<file path="config.mk">
export PLATFORM = sky130hd
export DESIGN_NAME = collision_report_buffer_flat
export DESIGN_NICKNAME = d
export VERILOG_FILES = /design/src/rtl/collision_report_buffer_pkg.sv /design/src/rtl/collision_report_buffer_if.sv /design/src/rtl/collision_report_buffer_report_fifo.sv /design/src/rtl/collision_report_buffer.sv /design/src/flat_wrapper.sv
export SDC_FILE = /design/constraint.sdc
export NUM_CORES = 1
export LEC_CHECK = 0
export CELL_PAD_IN_SITES_DETAIL_PLACEMENT = 0
export CELL_PAD_IN_SITES_GLOBAL_PLACEMENT = 1
export CORE_MARGIN = 3
export CORE_UTILIZATION = 50
export DETAILED_ROUTE_END_ITERATION = 10
export GPL_TIMING_DRIVEN = 0
export PLACE_DENSITY = 0.85
export SETUP_SLACK_MARGIN = 0.02
export SLEW_MARGIN = 20
export SYNTH_ARGS = -nofsm -noshare
export SYNTH_HDL_FRONTEND = slang
export SYNTH_HIERARCHICAL = 1
export SYNTH_SLANG_ARGS = --single-unit
export TNS_END_PERCENT = 20
</file>
<file path="constraint.sdc">
create_clock -name clk -period 9.1 [get_ports clk]
set_input_delay 1.82 -clock clk [delete_from_list [all_inputs] [get_ports clk]]
set_output_delay 1.82 -clock clk [all_outputs]
set_load 0.02 [all_outputs]
</file>
<file path="src/rtl/collision_report_buffer_pkg.sv">
// Shared constants and types for the collision report buffer.
package collision_pkg;

  localparam int ID_W_DEF  = 8;
  localparam int DEPTH_DEF = 16;
  localparam int CLR_W_DEF = 32;
  localparam int CNT_W_DEF = 16;

  // Bitmap words swept by CLEAR at default sizing (one word per cycle).
  localparam int NWORDS = (2 ** ID_W_DEF) / CLR_W_DEF;

  typedef enum logic {
    CLEAR = 1'b0,
    RUN   = 1'b1
  } state_e;

endpackage

</file>
<file path="src/rtl/collision_report_buffer_if.sv">
// Event input stream plus ready/valid drain port of the report buffer.
interface collision_report_buffer_if
  import collision_pkg::*;
#(
  parameter int ID_W = ID_W_DEF
) ();

  logic            in_val;
  logic [ID_W-1:0] lineID;
  logic            out_valid;
  logic [ID_W-1:0] out_id;
  logic            out_ready;

  // master: collision source + result consumer; slave: the buffer
  modport master (output in_val, lineID, out_ready, input out_valid, out_id);
  modport slave  (input in_val, lineID, out_ready, output out_valid, out_id);

endinterface

</file>
<file path="src/rtl/collision_report_buffer_report_fifo.sv">
// Synchronous FIFO with a registered head: the head register is loaded from
// the next-cycle state, so a push into an empty FIFO is visible after one edge.
module report_fifo #(
  parameter int ID_W  = 8,
  parameter int DEPTH = 16
) (
  input  logic            clk,
  input  logic            reset,
  input  logic            push,
  input  logic [ID_W-1:0] push_data,
  input  logic            pop,
  input  logic            flush,
  output logic            full,
  output logic            empty,
  output logic [ID_W-1:0] head
);

  localparam int AW = (DEPTH > 1) ? $clog2(DEPTH) : 1;
  localparam int CW = AW + 1;

  logic [ID_W-1:0] mem_q [DEPTH];
  logic [AW-1:0]   rd_ptr_q, rd_ptr_d, wr_ptr_q, wr_ptr_d;
  logic [CW-1:0]   count_q, count_d, remain;
  logic            head_vld_q, head_vld_d;
  logic [ID_W-1:0] head_q, head_d;
  logic            pop_eff, push_eff;

  // pointer/occupancy/head next-state; pointers wrap naturally (DEPTH is 2**AW)
  always_comb begin
    pop_eff    = pop && head_vld_q && !flush;
    push_eff   = push && !flush && (!full || pop_eff);
    rd_ptr_d   = rd_ptr_q + AW'(pop_eff);
    wr_ptr_d   = wr_ptr_q + AW'(push_eff);
    remain     = count_q - CW'(pop_eff);
    count_d    = remain + CW'(push_eff);
    head_vld_d = (count_d != '0);
    head_d     = head_q;
    if (remain == '0) begin
      // the slot being written now becomes the head
      if (push_eff) head_d = push_data;
    end else begin
      head_d = mem_q[rd_ptr_d];
    end
    if (flush) begin
      rd_ptr_d   = '0;
      wr_ptr_d   = '0;
      count_d    = '0;
      head_vld_d = 1'b0;
      head_d     = '0;
    end
  end

  // control and head registers
  always_ff @(posedge clk or posedge reset) begin
    if (reset) begin
      rd_ptr_q   <= '0;
      wr_ptr_q   <= '0;
      count_q    <= '0;
      head_vld_q <= 1'b0;
      head_q     <= '0;
    end else begin
      rd_ptr_q   <= rd_ptr_d;
      wr_ptr_q   <= wr_ptr_d;
      count_q    <= count_d;
      head_vld_q <= head_vld_d;
      head_q     <= head_d;
    end
  end

  // storage array, no reset needed (guarded by count)
  always_ff @(posedge clk) begin
    if (push_eff) mem_q[wr_ptr_q] <= push_data;
  end

  assign full  = (count_q == CW'(DEPTH));
  assign empty = !head_vld_q;
  assign head  = head_q;

endmodule

</file>
<file path="src/rtl/collision_report_buffer.sv">
// Dedups CollisionDetect line IDs with a seen-bitmap, queues unique IDs and
// drains them over ready/valid; keeps hit/unique counters and an overflow flag.
module collision_report_buffer
  import collision_pkg::*;
#(
  parameter int ID_W  = ID_W_DEF,
  parameter int DEPTH = DEPTH_DEF,
  parameter int CLR_W = CLR_W_DEF,
  parameter int CNT_W = CNT_W_DEF
) (
  input  logic                       clk,
  input  logic                       reset,
  input  logic                       clear,
  collision_report_buffer_if.slave   bus,
  output logic                       busy,
  output logic                       overflow,
  output logic [CNT_W-1:0]           hit_count,
  output logic [CNT_W-1:0]           uniq_count
);

  localparam int NBITS   = 2 ** ID_W;
  localparam int N_WORDS = NBITS / CLR_W;
  localparam int IDX_W   = (N_WORDS > 1) ? $clog2(N_WORDS) : 1;
  localparam logic [IDX_W-1:0] IDX_LAST = IDX_W'(N_WORDS - 1);

  state_e           state_q, state_d;
  logic [IDX_W-1:0] idx_q, idx_d;
  logic [NBITS-1:0] bitmap_q, bitmap_d;
  logic             overflow_q, overflow_d;
  logic [CNT_W-1:0] hit_q, hit_d, uniq_q, uniq_d;
  logic             in_run, take, seen, can_accept;
  logic             fifo_push, fifo_pop, fifo_full, fifo_empty;
  logic [ID_W-1:0]  fifo_head;

  // state, sweep index and report registers
  always_ff @(posedge clk or posedge reset) begin
    if (reset) begin
      state_q    <= CLEAR;
      idx_q      <= '0;
      overflow_q <= 1'b0;
      hit_q      <= '0;
      uniq_q     <= '0;
    end else begin
      state_q    <= state_d;
      idx_q      <= idx_d;
      overflow_q <= overflow_d;
      hit_q      <= hit_d;
      uniq_q     <= uniq_d;
    end
  end

  // bitmap contents are defined by the CLEAR sweep, not by reset
  always_ff @(posedge clk) begin
    bitmap_q <= bitmap_d;
  end

  // next state: sweep one word per cycle, clear restarts the sweep
  always_comb begin
    state_d = state_q;
    idx_d   = idx_q;
    case (state_q)
      CLEAR: begin
        if (clear) begin
          idx_d = '0;
        end else if (idx_q == IDX_LAST) begin
          state_d = RUN;
          idx_d   = '0;
        end else begin
          idx_d = idx_q + IDX_W'(1);
        end
      end
      RUN: begin
        if (clear) begin
          state_d = CLEAR;
          idx_d   = '0;
        end
      end
      default: begin
        state_d = CLEAR;
        idx_d   = '0;
      end
    endcase
  end

  // FSM-decoded outputs
  always_comb begin
    busy   = (state_q == CLEAR);
    in_run = (state_q == RUN);
  end

  // dedup, bitmap update, counters and overflow
  always_comb begin
    fifo_pop   = !fifo_empty && bus.out_ready;
    can_accept = !fifo_full || fifo_pop;
    seen       = bitmap_q[bus.lineID];
    take       = in_run && !clear && bus.in_val;
    fifo_push  = take && !seen && can_accept;
    bitmap_d   = bitmap_q;
    overflow_d = overflow_q;
    hit_d      = hit_q;
    uniq_d     = uniq_q;
    if (!in_run) begin
      for (int w = 0; w < N_WORDS; w++) begin
        if (idx_q == IDX_W'(w)) bitmap_d[w*CLR_W +: CLR_W] = '0;
      end
    end
    if (clear) begin
      overflow_d = 1'b0;
      hit_d      = '0;
      uniq_d     = '0;
    end else if (take) begin
      hit_d = (hit_q == '1) ? hit_q : hit_q + CNT_W'(1);
      if (!seen) begin
        if (can_accept) begin
          bitmap_d[bus.lineID] = 1'b1;
          uniq_d = (uniq_q == '1) ? uniq_q : uniq_q + CNT_W'(1);
        end else begin
          // bit stays clear so a later repeat can retry
          overflow_d = 1'b1;
        end
      end
    end
  end

  report_fifo #(.ID_W(ID_W), .DEPTH(DEPTH)) u_fifo (
    .clk       (clk),
    .reset     (reset),
    .push      (fifo_push),
    .push_data (bus.lineID),
    .pop       (fifo_pop),
    .flush     (clear),
    .full      (fifo_full),
    .empty     (fifo_empty),
    .head      (fifo_head)
  );

  assign bus.out_valid = !fifo_empty;
  assign bus.out_id    = fifo_head;
  assign overflow      = overflow_q;
  assign hit_count     = hit_q;
  assign uniq_count    = uniq_q;

endmodule

</file>
<file path="src/flat_wrapper.sv">
// flat-port wrapper written by rule: the top's interface ports become plain ports
module collision_report_buffer_flat import collision_pkg::*;
#(
  parameter int ID_W  = ID_W_DEF,
  parameter int DEPTH = DEPTH_DEF,
  parameter int CLR_W = CLR_W_DEF,
  parameter int CNT_W = CNT_W_DEF
)
  (clk, reset, clear, busy, overflow, hit_count, uniq_count, bus_in_val, bus_lineID, bus_out_ready, bus_out_valid, bus_out_id);
  collision_report_buffer_if #(.ID_W(ID_W)) bus_i ();
  input  logic clk;
  input  logic reset;
  input  logic clear;
  output logic busy;
  output logic overflow;
  output logic [CNT_W-1:0] hit_count;
  output logic [CNT_W-1:0] uniq_count;
  input wire logic [$bits(bus_i.in_val)-1:0] bus_in_val;
  input wire logic [$bits(bus_i.lineID)-1:0] bus_lineID;
  input wire logic [$bits(bus_i.out_ready)-1:0] bus_out_ready;
  output wire logic [$bits(bus_i.out_valid)-1:0] bus_out_valid;
  output wire logic [$bits(bus_i.out_id)-1:0] bus_out_id;
  assign bus_i.in_val = bus_in_val;
  assign bus_i.lineID = bus_lineID;
  assign bus_i.out_ready = bus_out_ready;
  assign bus_out_valid = bus_i.out_valid;
  assign bus_out_id = bus_i.out_id;
  collision_report_buffer #(.ID_W(ID_W), .DEPTH(DEPTH), .CLR_W(CLR_W), .CNT_W(CNT_W)) u_core (.clk(clk), .reset(reset), .clear(clear), .bus(bus_i), .busy(busy), .overflow(overflow), .hit_count(hit_count), .uniq_count(uniq_count));
endmodule
</file>
### Yosys cells after proc, flatten, opt, wreduce, memory -nomap -nowiden

Memory sizes are Yosys's and may differ from the RTL's.
Cells that the tools add are included.

* muxes and demuxes: 46
* $lt $le $gt $ge: 2
* bitwise operators: 2
* reduce and logical (&&, ||, !) cells: 23
* equal/unequal tests: 16
* add/sub/neg operators: 7

Operator list (count)
* 256-bit 2-to-1 mux: 5
* 32-bit 2-to-1 mux: 8
* 256-bit OR: 1
* 16-bit 2-to-1 mux: 8
* 16-bit by 1-bit adder with 16-bit output (second input constant): 2
* 16-bit equality test (second input constant): 2
* 8-bit 2-to-1 mux: 3
* 3-bit equality test (second input constant): 4
* 1-bit 2-to-1 mux: 12
* 1-bit logical AND: 10
* 2-bit inequality test (second input constant): 5
* 8-bit by 9-bit < comparator with 1-bit output (second input constant): 1
* 3-bit 2-to-1 mux: 3
* 4-bit by 1-bit adder with 4-bit output: 2
* 1-bit binary-select mux with 8-bit select: 1
* 1-bit demux with 8-bit select: 1
* 8-bit by 1-bit >= comparator with 1-bit output (second input constant): 1
* 4-bit 2-to-1 mux: 2
* 3-bit by 2-bit equality test with 1-bit output (second input constant): 2
* 3-bit one-hot mux with 2 select lines: 1
* 5-bit by 1-bit adder with 5-bit output: 1
* 5-bit equality test (second input constant): 1
* 5-bit zero test: 1
* 5-bit 2-to-1 mux: 1
* other kinds (14): 18

* memories: 1
* bits of input ports: 13
* logic and storage cells: 108
* register bits: 315
* bits in writable memories: 128

Memories
* u_core.u_fifo.mem_q: depth 16, bits a word 8, rd ports 1, clocked after Yosys merged registers in 0, write ports 1, line collision_report_buffer_report_fifo.sv:21 `logic [ID_W-1:0] mem_q [DEPTH];`

### Depth between registers and ports, before layout

* word-level depth: 10
* gate-level depth with buffers: 25

### Cells and area by module

The synthesis kept the hierarchy.

Modules (own cells, without submodules)
* collision_report_buffer: times used 1, area an instance 12778.5 sq um, cells an instance 1256, sequential area each 6050.8 sq um
* report_fifo: times used 1, area an instance 6231.0 sq um, cells an instance 392, sequential area each 4394.2 sq um

### Worst setup path before layout

Ideal clock, no wire load.

* kind: input-to-reg
* from: input port bus_lineID[0]
* to: memory u_core.u_fifo.mem_q[8][0], enable pin
* slack: 3449 ps
* buffers on the path: 7
* stages: 17
* arrival: 5267 ps
* cell sequence: buf_6 -> buf_6 -> buf_6 -> mux4_2 -> mux2i_1 -> nor2_1 -> o21ai_0 -> o31a_1 -> nand3_4 -> buf_2 -> buf_2 -> inv_1 -> o311a_4 -> buf_6 -> buf_6 -> nand3b_1 -> nor3_1

* longest elaborated chain between the ends: 9

Ends and longest elaborated chain
* start, declared: line flat_wrapper.sv:19 `input wire logic [$bits(bus_i.lineID)-1:0] bus_lineID;`
* 1-bit binary-select mux with 8-bit select: line collision_report_buffer.sv:95 `seen = bitmap_q[bus.lineID];`
* 1-bit 2-to-1 mux (not written as such): line collision_report_buffer.sv:95
* 1-bit zero test: line collision_report_buffer.sv:97 `fifo_push = take && !seen && can_accept;`
* 1-bit logical AND (2 in series): line collision_report_buffer.sv:97
* named net u_core.fifo_push: line collision_report_buffer.sv:32 `logic fifo_push, fifo_pop, fifo_full, fifo_empty;`
* 1-bit logical AND (2 in series): line collision_report_buffer_report_fifo.sv:31 `push_eff = push && !flush && (!full || pop_eff);`
* 1-bit 2-to-1 mux: line collision_report_buffer_report_fifo.sv:72 `if (push_eff) mem_q[wr_ptr_q] <= push_data;`
* 1-bit 2-to-1 mux (not written as such): line collision_report_buffer_report_fifo.sv:72
* end, declared: line collision_report_buffer_report_fifo.sv:21

The timed path passes the listed nets, and every way through them passes these cells. The select of a mux whose other input is x is not followed.

### Worst setup path in the final report

* from: input port bus_lineID[1]
* to: register u_core.u_fifo.head_vld_q

* longest elaborated chain between the ends: 10

Ends and longest elaborated chain
* 1-bit binary-select mux with 8-bit select: line collision_report_buffer.sv:95
* 1-bit 2-to-1 mux (not written as such): line collision_report_buffer.sv:95
* 1-bit zero test: line collision_report_buffer.sv:97
* 1-bit logical AND (2 in series): line collision_report_buffer.sv:97
* named net u_core.fifo_push: line collision_report_buffer.sv:32
* 1-bit logical AND (2 in series): line collision_report_buffer_report_fifo.sv:31
* 5-bit by 1-bit adder with 5-bit output: line collision_report_buffer_report_fifo.sv:35 `count_d = remain + CW'(push_eff);`
* 5-bit nonzero test: line collision_report_buffer_report_fifo.sv:36 `head_vld_d = (count_d != '0);`
* 1-bit 2-to-1 mux: line collision_report_buffer_report_fifo.sv:44 `if (flush) begin`
* named net u_core.u_fifo.head_vld_d: line collision_report_buffer_report_fifo.sv:24 `logic head_vld_q, head_vld_d;`
* end signal, assigned: line collision_report_buffer_report_fifo.sv:65 `head_vld_q <= head_vld_d;`
* end, declared: line collision_report_buffer_report_fifo.sv:24

The timed path passes the listed nets, and every way through them passes these cells. The select of a mux whose other input is x is not followed.
A chain may end at the register's enable or synchronous reset.

==> metrics.yaml <==
worst_slack_ns: 1.27
synth_top_area_share_pct: 27.0
reg2reg_to: "u_core/u_fifo/mem_q[12][0]$_DFFE_PP_"
drc_errors: 0
power_w: 0.00463
power_density_nw_per_um2: 212
crit_arrival_ns: 8.23
num_io_pins: 56
gr-total-overflow: 0
hold_end: "u_core/bitmap_q[141]$_DFF_P_"
synth.lib_cells_used.distinct: 69
grt_use_total_pct: 25.0
async_flop_share_pct: 13.3
seq_area_frac_synth_pct: 54.9
clk-insertion-delay-late_ns: 0.56
cts.sinks: 443
crit_type: "input port to flop"
wl_um: 51800
avgSynthCellArea_sq_um: 11.5
skew_ns: 0.0171
start_kind: "input port"
synth_most_common_cell: "dfxtp_1"
hold_path_class: "flop to flop"
cp-end-kind: "flop"
dr.pass1.iters: 5
fp.dieH_um: 201
clkSlewWorstSetupHoldPaths_ns: 0.06
start_util_pct: 51.3
place_ws_ns: 0.520
status: "finished, final reports clean"
first_iter_violations: 1323
final.fill_count: 3052
mappedNetlistArea_sq_um: 19000
cpMaxStageDelayCell: "clkdlybuf4s50_1"
p_leak_nw: 7.99
worstMarginPinSlew_ns: 1.12
fp.dieW_um: 201
clockRootBuffer: "clkbuf_16"
antenna_cells: 0
required_ns: 9.51
max-slew-margin-rel_pct: 25.3
grt_max_degree: 24
post_cts_buffers: 0
dp_hpwl_um: 34700
cts_inserted_buffers: 45
fin_crit_sh_pct: 86.0
fmax_ghz: 0.128
portBuffers: 55
hold_viol_final: 0
wl_per_cell_um: 22.6
holdBufCountCts: 0
rows: 70
coreArea_sq_um: 37000
synthCells: 1648
slowest_delay_ns: 1.00
synth_commonest_cells: "256 x dfxtp_1, 213 x nand2_1, 135 x mux2i_1, 128 x edfxtp_1, 113 x a22o_1"
fin_crit_ns: 7.83
final_layout_size_suffix_gt1_share_pct: 11.5
reg2reg_from: "u_core/bitmap_q[37]$_DFF_P_"
die_area_sq_um: 40400
synth_fp_nets: 1677
fin_nets: 1780
grt_pass1_wl_um: 79500
holdPathStages: 2
clk_path_buf_depth: 3
worstPathMaxFanout: 19
multiInputGateArea_sq_um: 7890
first_global_vias: 13500
r2r_slack_ns: 4.26
antenna_found_initial: 0
rr_worst_depth: 15
worstPathCellList: "clkdlybuf4s50_1, buf_2, buf_2, buf_1, buf_1, nand3b_1, o2111ai_1, a311o_2, nand3_4, buf_2, buf_2, inv_1, o311a_4, buf_6, buf_6, ha_1, ha_1, nand2b_1, nand4b_1, nand2_1, xnor2_1, a41oi_1"
synth_ff_type: "dfxtp_1"
tns_ns: 0
ant_nets: 0
cts_tree: "built"
vias_per_cell: 6.09
cpMostUsedCell: "buf_2"
setup_viol: 0
synth_seq_cells: 443
synthToLayoutAreaGrowth_pct: 14.7
htree_levels: 2
maxSlewViolCount: 0
yosys.area.top_type: "dfxtp_1"
peakVddDrop_mv: 0.129
hp-start: "u_core/bitmap_q[141]$_DFF_P_"
rsz0062_at_grt: "false"
regArea_sq_um: 10400
maxCapViolations: 0
ys.warnings.count: 6
ctsResizeCount: 0
vias: 14000
synth_edf_count: 128
yosys-top-cells-area: "dfxtp_1 27%, edfxtp_1 20%, dfrtp_1 7.8%"
gp_congestion: 0.914
## stage by stage
step | hold slack (ns) | cells | area (sq um) | util [%]
floorplan | 0.420 | 1648 | 19000 | -
global route | 0.474 | 2292 | 21800 | 58.8
detailed placement | 0.435 | 2208 | 20200 | 54.6
global placement | 0.428 | 2207 | 20200 | 54.5
finish | 0.446 | 2292 | 21800 | 58.8
CTS | 0.448 | 2292 | 21800 | 58.8
## sequential cells by signal (all words and copies together), names as in the netlist
| name | flops |
|---|---|
| u_core/u_fifo/wr_ptr_q | 4 |
| u_core/uniq_count | 16 |
| u_core/u_fifo/rd_ptr_q | 4 |
| u_core/u_fifo/head_vld_q | 1 |
| u_core/overflow | 1 |
| u_core/u_fifo/count_q | 5 |
| u_core/idx_q | 3 |
| u_core/u_fifo/mem_q | 128 |
| u_core/in_run | 1 |
| u_core/hit_count | 16 |
| u_core/u_fifo/head | 8 |
| u_core/bitmap_q | 256 |
## placed cells by master, fill, tap and decap left out, types with 16 or more instances in the layout
cell type,instances
a211oi_1,20
a21oi_1,21
a22o_1,113
a22oi_1,58
buf_2,31
clkbuf_1,80
clkbuf_16,45
clkdlybuf4s50_1,55
dfrtp_1,59
dfxtp_1,256
edfxtp_1,128
ha_1,16
inv_1,20
mux2i_1,135
mux4_2,34
nand2_1,213
nand3_1,27
nor2_1,70
nor2b_1,22
o21ai_0,46
o31ai_1,104
## area by class of cell
| type | instances | area share [%] |
|---|---|---|
| buffer | 123 | 2.92 |
| sequential | 443 | 47.9 |
| inverter | 21 | 0.362 |
| timing repair buffer | 56 | 2.65 |
| multi-input combinational | 1061 | 36.2 |
| clock inverter | 12 | 0.849 |
| tap | 504 | 2.89 |
| clock buffer | 72 | 6.23 |
## worst max path at each step
stage                     cells past startpoint     startpoint                                   to  slack [ns]
after floorplan                              17  bus_lineID[0]  u_core/u_fifo/mem_q[8][0]$_DFFE_PP_        3.45
after global placement                       20  bus_lineID[0]  u_core/u_fifo/mem_q[8][5]$_DFFE_PP_        0.66
after detailed placement                     20  bus_lineID[0]  u_core/u_fifo/mem_q[2][3]$_DFFE_PP_        0.52
after CTS                                    20  bus_lineID[0]  u_core/u_fifo/mem_q[2][5]$_DFFE_PP_        1.11
after global routing                         22  bus_lineID[1]   u_core/u_fifo/head_vld_q$_DFF_PP0_        1.07
final                                        22  bus_lineID[1]   u_core/u_fifo/head_vld_q$_DFF_PP0_        1.27
## critical path: cells and delay by family
family                     cells  cell delay, ns
AOI/OAI and AO/OA              4            1.01
adders and majority gates      2            0.45
xor gates and xnor gates       1            0.20
and+or+nand+nor                5            0.77
buffers and inverters         10            3.96
## logic make-up after synthesis
logic type	Yosys count	share of synthesized area [%]
and+or+nand+nor	448	11.7
DFF	443	54.9
AOI/OAI and AO/OA	402	16.2
muxes	172	11.3
buffers and inverters	144	3.76
xor gates and xnor gates	23	1.06
adders and majority gates	16	1.05
## power breakdown
part	internal [W]	switching (W)	total, W	leakage [nW]
Sequential	0.00221	0.0000837	0.00229	4.06
Clock	0.00114	0.000755	0.00189	0.757
Combinational	0.000196	0.000253	0.000449	3.17
Total	0.00354	0.00109	0.00463	7.99
## per-layer routing
metal	GRT usage [%]	share of wire (%)
met4	7.33	2.6
met2	40.2	47
met1	34.8	43
met5	0	0
met3	4.83	8.1
Power figures use the tool's default switching activity.
